--- src/rtl/dmem_arb_pkg.sv ---
// dmem_arb_pkg: shared types and width defaults for the data memory arbiter
package dmem_arb_pkg;
    localparam int ADDR_W_DEF = 32;
    localparam int DATA_W_DEF = 32;
    typedef enum logic {A_PRIO, B_FORCED} arb_state_t;
    typedef enum logic {PORT_A, PORT_B} port_id_t;
endpackage

--- src/rtl/arb_starve_cnt.sv ---
// arb_starve_cnt: bounds how long port B can lose to port A before B is forced
module arb_starve_cnt import dmem_arb_pkg::*; #(
    parameter int unsigned STARVE_LIMIT = 4
) (
    input  logic clock,
    input  logic reset_n,
    input  logic b_req,
    input  logic a_acc,
    input  logic b_acc,
    output logic force_b
);
    localparam logic [3:0] LIMIT = 4'(STARVE_LIMIT);
    arb_state_t arb_st, st_nxt;
    logic [3:0] starve_cnt, cnt_nxt;
    // next count and priority state; forcing happens on the edge the count reaches the limit
    always_comb begin
        cnt_nxt = (b_acc || !b_req) ? 4'd0 : (a_acc && starve_cnt != 4'hf) ? starve_cnt + 4'd1 : starve_cnt;
        st_nxt  = b_acc ? A_PRIO : (cnt_nxt == LIMIT) ? B_FORCED : arb_st;
    end
    // state and counter registers
    always_ff @(posedge clock or negedge reset_n) begin
        if (!reset_n) begin
            arb_st     <= A_PRIO;
            starve_cnt <= 4'd0;
        end else begin
            arb_st     <= st_nxt;
            starve_cnt <= cnt_nxt;
        end
    end
    assign force_b = (arb_st == B_FORCED);
endmodule

--- src/rtl/dmem_arbiter.sv ---
// dmem_arbiter: shares one data memory between the MEM stage (A) and a secondary master (B)
module dmem_arbiter import dmem_arb_pkg::*; #(
    parameter int          ADDR_W       = ADDR_W_DEF,
    parameter int          DATA_W       = DATA_W_DEF,
    parameter int unsigned STARVE_LIMIT = 4
) (
    input  logic              clock,
    input  logic              reset_n,
    input  logic              a_req,
    input  logic              a_we,
    input  logic [ADDR_W-1:0] a_addr,
    input  logic [DATA_W-1:0] a_wdata,
    input  logic              b_req,
    input  logic              b_we,
    input  logic [ADDR_W-1:0] b_addr,
    input  logic [DATA_W-1:0] b_wdata,
    output logic              a_gnt,
    output logic              b_gnt,
    output logic              a_rvalid,
    output logic [DATA_W-1:0] a_rdata,
    output logic              b_rvalid,
    output logic [DATA_W-1:0] b_rdata,
    output logic              mem_read,
    output logic              mem_write,
    output logic [ADDR_W-1:0] mem_addr,
    output logic [DATA_W-1:0] mem_wdata,
    input  logic [DATA_W-1:0] mem_rdata
);
    logic     force_b, acc, win_we, rd_pend;
    port_id_t owner;

    arb_starve_cnt #(.STARVE_LIMIT(STARVE_LIMIT)) u_starve (
        .clock   (clock),
        .reset_n (reset_n),
        .b_req   (b_req),
        .a_acc   (a_gnt),
        .b_acc   (b_gnt),
        .force_b (force_b)
    );

    // grant: A wins conflicts unless B has been starved; nothing is granted while in reset
    always_comb begin
        a_gnt  = reset_n & a_req & (~b_req | ~force_b);
        b_gnt  = reset_n & b_req & (~a_req | force_b);
        acc    = a_gnt | b_gnt;
        win_we = b_gnt ? b_we : a_we;
    end

    // command stage: the winner's access is presented to memory for one cycle
    always_ff @(posedge clock or negedge reset_n) begin
        if (!reset_n) begin
            mem_read  <= 1'b0;
            mem_write <= 1'b0;
            mem_addr  <= '0;
            mem_wdata <= '0;
            owner     <= PORT_A;
            rd_pend   <= 1'b0;
        end else begin
            mem_read  <= acc & ~win_we;
            mem_write <= acc & win_we;
            rd_pend   <= acc & ~win_we;
            if (acc) begin
                owner     <= b_gnt ? PORT_B : PORT_A;
                mem_addr  <= b_gnt ? b_addr : a_addr;
                mem_wdata <= b_gnt ? b_wdata : a_wdata;
            end
        end
    end

    // response stage: capture falling-edge read data and return it to the issuing port
    always_ff @(posedge clock or negedge reset_n) begin
        if (!reset_n) begin
            a_rvalid <= 1'b0;
            b_rvalid <= 1'b0;
            a_rdata  <= '0;
            b_rdata  <= '0;
        end else begin
            a_rvalid <= rd_pend && owner == PORT_A;
            b_rvalid <= rd_pend && owner == PORT_B;
            if (rd_pend && owner == PORT_A) a_rdata <= mem_rdata;
            if (rd_pend && owner == PORT_B) b_rdata <= mem_rdata;
        end
    end
endmodule
--- config.mk ---
export PLATFORM = sky130hd
export DESIGN_NAME = dmem_arbiter
export DESIGN_NICKNAME = d
export VERILOG_FILES = /design/src/rtl/dmem_arb_pkg.sv /design/src/rtl/arb_starve_cnt.sv /design/src/rtl/dmem_arbiter.sv
export SDC_FILE = /design/constraint.sdc
export NUM_CORES = 1
export LEC_CHECK = 0
export ABC_AREA = 1
export CORE_ASPECT_RATIO = 0.75
export CORE_MARGIN = 4
export CORE_UTILIZATION = 29
export CTS_CLUSTER_DIAMETER = 80
export DETAILED_ROUTE_END_ITERATION = 7
export PLACE_DENSITY = 0.71
export SLEW_MARGIN = 20
export SYNTH_ARGS = -nofsm -noshare
export SYNTH_HDL_FRONTEND = slang
export SYNTH_SLANG_ARGS = --single-unit
--- constraint.sdc ---
create_clock -name clock -period 2.5 [get_ports clock]
set_input_delay 0.375 -clock clock [delete_from_list [all_inputs] [get_ports clock]]
set_output_delay 0.375 -clock clock [all_outputs]
set_load 0.02 [all_outputs]
== Word-level counts from Yosys, hierarchy flattened ==
Index checks and enable logic that the tools add are counted.

* Logic and storage cells: 42
* Latch bits: 0
* Memory bits (read-only): 0
* Input port bits: 166
* Bits in writable memories: 0
* Register bits after elaboration: 138
* Memories: 0

* Bitwise logic cells: 14
* Reduce and logical (&&, ||, !) cells: 6
* Shift operators: 0
* Muxes and demuxes: 8
* Multiply operators: 0
* Add/sub/neg operators: 1
* Divide/modulo/power cells: 0
* Order comparisons: 0
* Equality and inequality tests: 2

{| class="wikitable"
|+ Operators with widths
! kind !! count
|-
| $mux W32 || 2
|-
| $mux W4 || 2
|-
| $and A1 B1 Y1 || 6
|-
| $not A1 Y1 || 5
|-
| $add A4 B1 Y4 const B || 1
|-
| $eq A4 B3 Y1 const B || 1
|-
| $mux W1 || 4
|-
| $ne A4 B4 Y1 const B || 1
|-
| $logic_and A1 B1 Y1 || 3
|-
| $or A1 B1 Y1 || 3
|-
| $reduce_bool A2 Y1 || 1
|-
| $logic_not A1 Y1 || 1
|-
| $logic_or A1 B1 Y1 || 1
|}

== Depth between registers and ports, before layout ==
* Word-level depth: 9
* Gate-level depth with buffers: 10
* Gate-level depth less buffers: 10

== By module ==
A second synthesis with hierarchy kept.

* Cell total of the unflattened synthesis: 854
* Area, all modules: 6515.0 µm²

{| class="wikitable"
|+ Modules (own cells, without submodules)
! module !! instances !! area each (µm²) !! cells each
|-
| dmem_arbiter || 1 || 6203.4 || 811
|-
| arb_starve_cnt || 1 || 311.5 || 43
|}

== Worst setup path before layout ==
No wires, ideal clock.

* Path type: input -> output
* Start: in b_req
* End: out b_gnt
* Stages: 3
* Buffers on the path: 1
* Data arrival time: 1026 ps
* Path slack: 1099 ps
* Data required time: 2125 ps
* Cells stage by stage: nand2_1 -> a21oi_4 -> clkbuf_1

* Cells in the longest elaborated chain, start to end: 2

{| class="wikitable"
|+ RTL lines
! item !! RTL line !! text
|-
| start: declaration || dmem_arbiter.sv:13 || <nowiki>input logic b_req,</nowiki>
|-
| $and A1 B1 Y1 (2 in series) || dmem_arbiter.sv:44 || <nowiki>b_gnt = reset_n & b_req & (~a_req | force_b);</nowiki>
|-
| end: declaration || dmem_arbiter.sv:18 || <nowiki>output logic b_gnt,</nowiki>
|}

No other way between the ends.

== Worst setup path in the final report ==
Ends and elaborated chain as after synthesis.

==> results by group <==
CTS
  • Clk Latency, worst-skew pair: 0.41 ns
  • Postcts setup bufs: 0
  • TritonCTS clock tree: yes
  • Max Root-Sink Buffers: 2
  • CTS H-tree depth: 4
  • Clock slew at the register clock pins of the worst setup and hold paths: roughly 0.070 ns
  • Root buffer cell: clkbuf_16
  • CTS Buf Count: 17
  • # clock sinks: between 100 and 150

Finish
  • Final Util: between 50% and 60%
  • Nets: about 1100
  • Most frequent cells in the layout: clkdlybuf4s50_1, nand2_1, dfrtp_1
  • Commonest non-fill, non-tap cell in the layout: clkdlybuf4s50_1
  • N_diodes: 0
  • Finished Layout Cells: between 1000 and 1500
  • Fillers: between 1500 and 2000
  • Design area: 9450 sq um
  • P&R area growth vs syn: 68.0%
  • Share of cells above drive strength 1: roughly 5.2%

Place
  • Final HPWL DP: approximately 13000 microns
  • Port bufs: roughly 300
  • Gpl congestion: 0.799
  • Dpl cells: 1171
  • Placed Area: approximately 8900 sq um

Route
  • Final ANT Viol Nets: 0
  • Vias post-DR: approximately 5300
  • DR iter-0 viols: between 200 and 300
  • Routed WL per cell: roughly 15 microns
  • Mean number of vias per cell: about 4.4
  • Routed WL: approximately 18000 microns
  • Residual DRC: 0
  • Drt first pass iters: 4

Floorplan
  • CORE AREA: approximately 19000 sq um
  • Die X: about 170 microns
  • Row count: 43
  • DIE AREA: around 22000 sq um
  • Initial Util: between 20% and 30%
  • # IOs: 300
  • DIE HEIGHT: roughly 130 microns

Setup path
  • R2r endpoint: mem_addr[21]$_DFFE_PN0P_
  • Critical path cell sequence: clkdlybuf4s50_1 -> nand2_1 -> a21oi_4 -> clkdlybuf4s50_1
  • Capturing element type of the critical path: primary output
  • Most used cell, CP: clkdlybuf4s50_1
  • R2r worst-path depth: 7
  • Crit-path slowest cell: clkdlybuf4s50_1
  • Max FO, Critical Path: 3
  • Number of buffers and inverters on the critical path: 2
  • Reg2Reg Launch Point: u_starve.force_b$_DFFE_PN0P_
  • CP arrival: between 1.5 and 2 ns
  • WP data required: approximately 2.1 ns
  • Startpoint Class: primary input
  • WS Path Type: primary input to primary output
  • Max incr delay on CP: 0.63 ns
  • Worst R2R Setup Slack: between 0.7 and 0.8 ns
  • Cell family with most CP delay: buffers and inverters

Power and ir drop
  • Leakage: approximately 0.0044 uW
  • Maximum vdd drop: slightly above 0.4 mV
  • PwrDens: 850 nW/um^2

Global route
  • Gr usage total: between 10% and 20%
  • Largest net degree at the start of global routing: ~120
  • Initial antenna violation count: 0
  • First-pass GRT wire length: 28800 microns
  • Grt total ovfl: 0
  • Vias in the first global route: 5200

Job
  • Max cap viols: 0

Timing
  • Max Fclk: approximately 460 MHz
  • Slew Viols, Final: 0
  • Hold Worst Slack: roughly 0.046 ns
  • Final period util: 86.6%
  • Final setup viols: 0
  • RSZ-0062 raised after global routing: false
  • Slew margin rel.: between 50% and 60%
  • Tightest Pin Transition: about 0.64 ns
  • Clock Skews: roughly 0.009 ns
  • Final hold violations: 0
  • TNS Setup: 0 ns
  • Min Tclk post-route: roughly 2.2 ns

Synth
  • Sequential element share of the synthesized area: a little over 60%
  • Mapped Area: between 5000 and 6000 sq um
  • YS warnings: 0
  • Avg Cell Area, Syn: 8.63 sq um
  • Synthesized flop and latch total: around 140
  • Syn Inst Count: between 600 and 700
  • Count of different cell masters after synthesis: 20
  • Net count after synthesis: a little over 800

Worst hold path
  • Hold Path Class: primary input to async pin

Status
  • Status: finished, final reports clean
## final cells by class
type	instances	area (sq um)	area share, %
multi-input cells	428	1840	19.4
repair buffers	308	3100	32.8
clock inverters	14	126	1.34
well taps	247	309	3.27
inverters	51	191	2.03
flip-flops and latches	138	3450	36.5
clock buffers	18	439	4.65
## metal layers
metal	up-vias	share of wire, %	GRT usage (%)	wire length, microns
met5	-	0	0	0
met4	0	1.8	4.91	332
met3	26	10	6.94	1890
met2	222	44	25.8	8090
met1	2464	44	21.6	7980
li1	2623	-	-	-
## through the flow
step	worst slack (ns)	power, uW
floorplan	1.10	4130
global placement	0.285	5640
detailed placement	0.223	5680
CTS	0.334	8140
global route	0.292	8460
finish	0.336	8040
## report_power, final
| group | switching (uW) | internal (uW) |
|---|---|---|
| sequential | 282 | 2730 |
| combinational | 1310 | 1290 |
| clock | 1080 | 1340 |
| total | 2680 | 5360 |
## cell usage after synthesis
library cell,number,area [sq um]
nand2_1,276,1040
dfrtp_1,138,3450
nand3_1,70,350
o21ai_0,65,325
inv_1,49,184
buf_2,15,75.1
clkbuf_1,15,56.3
nor2_1,6,22.5
buf_4,3,22.5
a21oi_1,2,10.0
buf_1,2,7.51
nand4_1,2,12.5
nor2_2,2,12.5
a21oi_4,1,16.3
clkinv_1,1,3.75
ha_1,1,12.5
inv_2,1,3.75
nor2_4,1,11.3
o21ai_1,1,5.00
or2_2,1,6.26
## registers in the layout, indices dropped and copies added (netlist names)
register             cells
mem_addr                32
a_rdata                 32
mem_write                1
u_starve.starve_cnt      4
mem_wdata               32
rd_pend                  1
u_starve.force_b         1
b_rvalid                 1
a_rvalid                 1
owner                    1
b_rdata                 32
## kinds of logic after synthesis
kind of cell             synth area share (%)
AND/OR/NAND/NOR                          25.8
adder cells (fa/ha/maj)                 0.222
flip-flops                               61.4
AO/OA/AOI/OAI                            6.34
buffers and inverters                    6.27
## worst max path at each step
| stage | startpoint | endpoint | cells after the start |
|---|---|---|---|
| 6_report | b_req | b_gnt | 4 |
| 5_1_grt | b_req | b_gnt | 4 |
| 4_1_cts | b_req | b_gnt | 4 |
| 3_5_place_dp | a_req | mem_addr[21]$_DFFE_PN0P_ | 7 |
| 3_3_place_gp | a_req | mem_addr[16]$_DFFE_PN0P_ | 7 |
| 2_1_floorplan | b_req | b_gnt | 3 |
## timing repair
action,in CTS,in global routing
gates resized for setup,0,0
hold endpoints to repair,22,0
hold buffers,1,0
No activity file was read; power rests on OpenSTA's default activity.
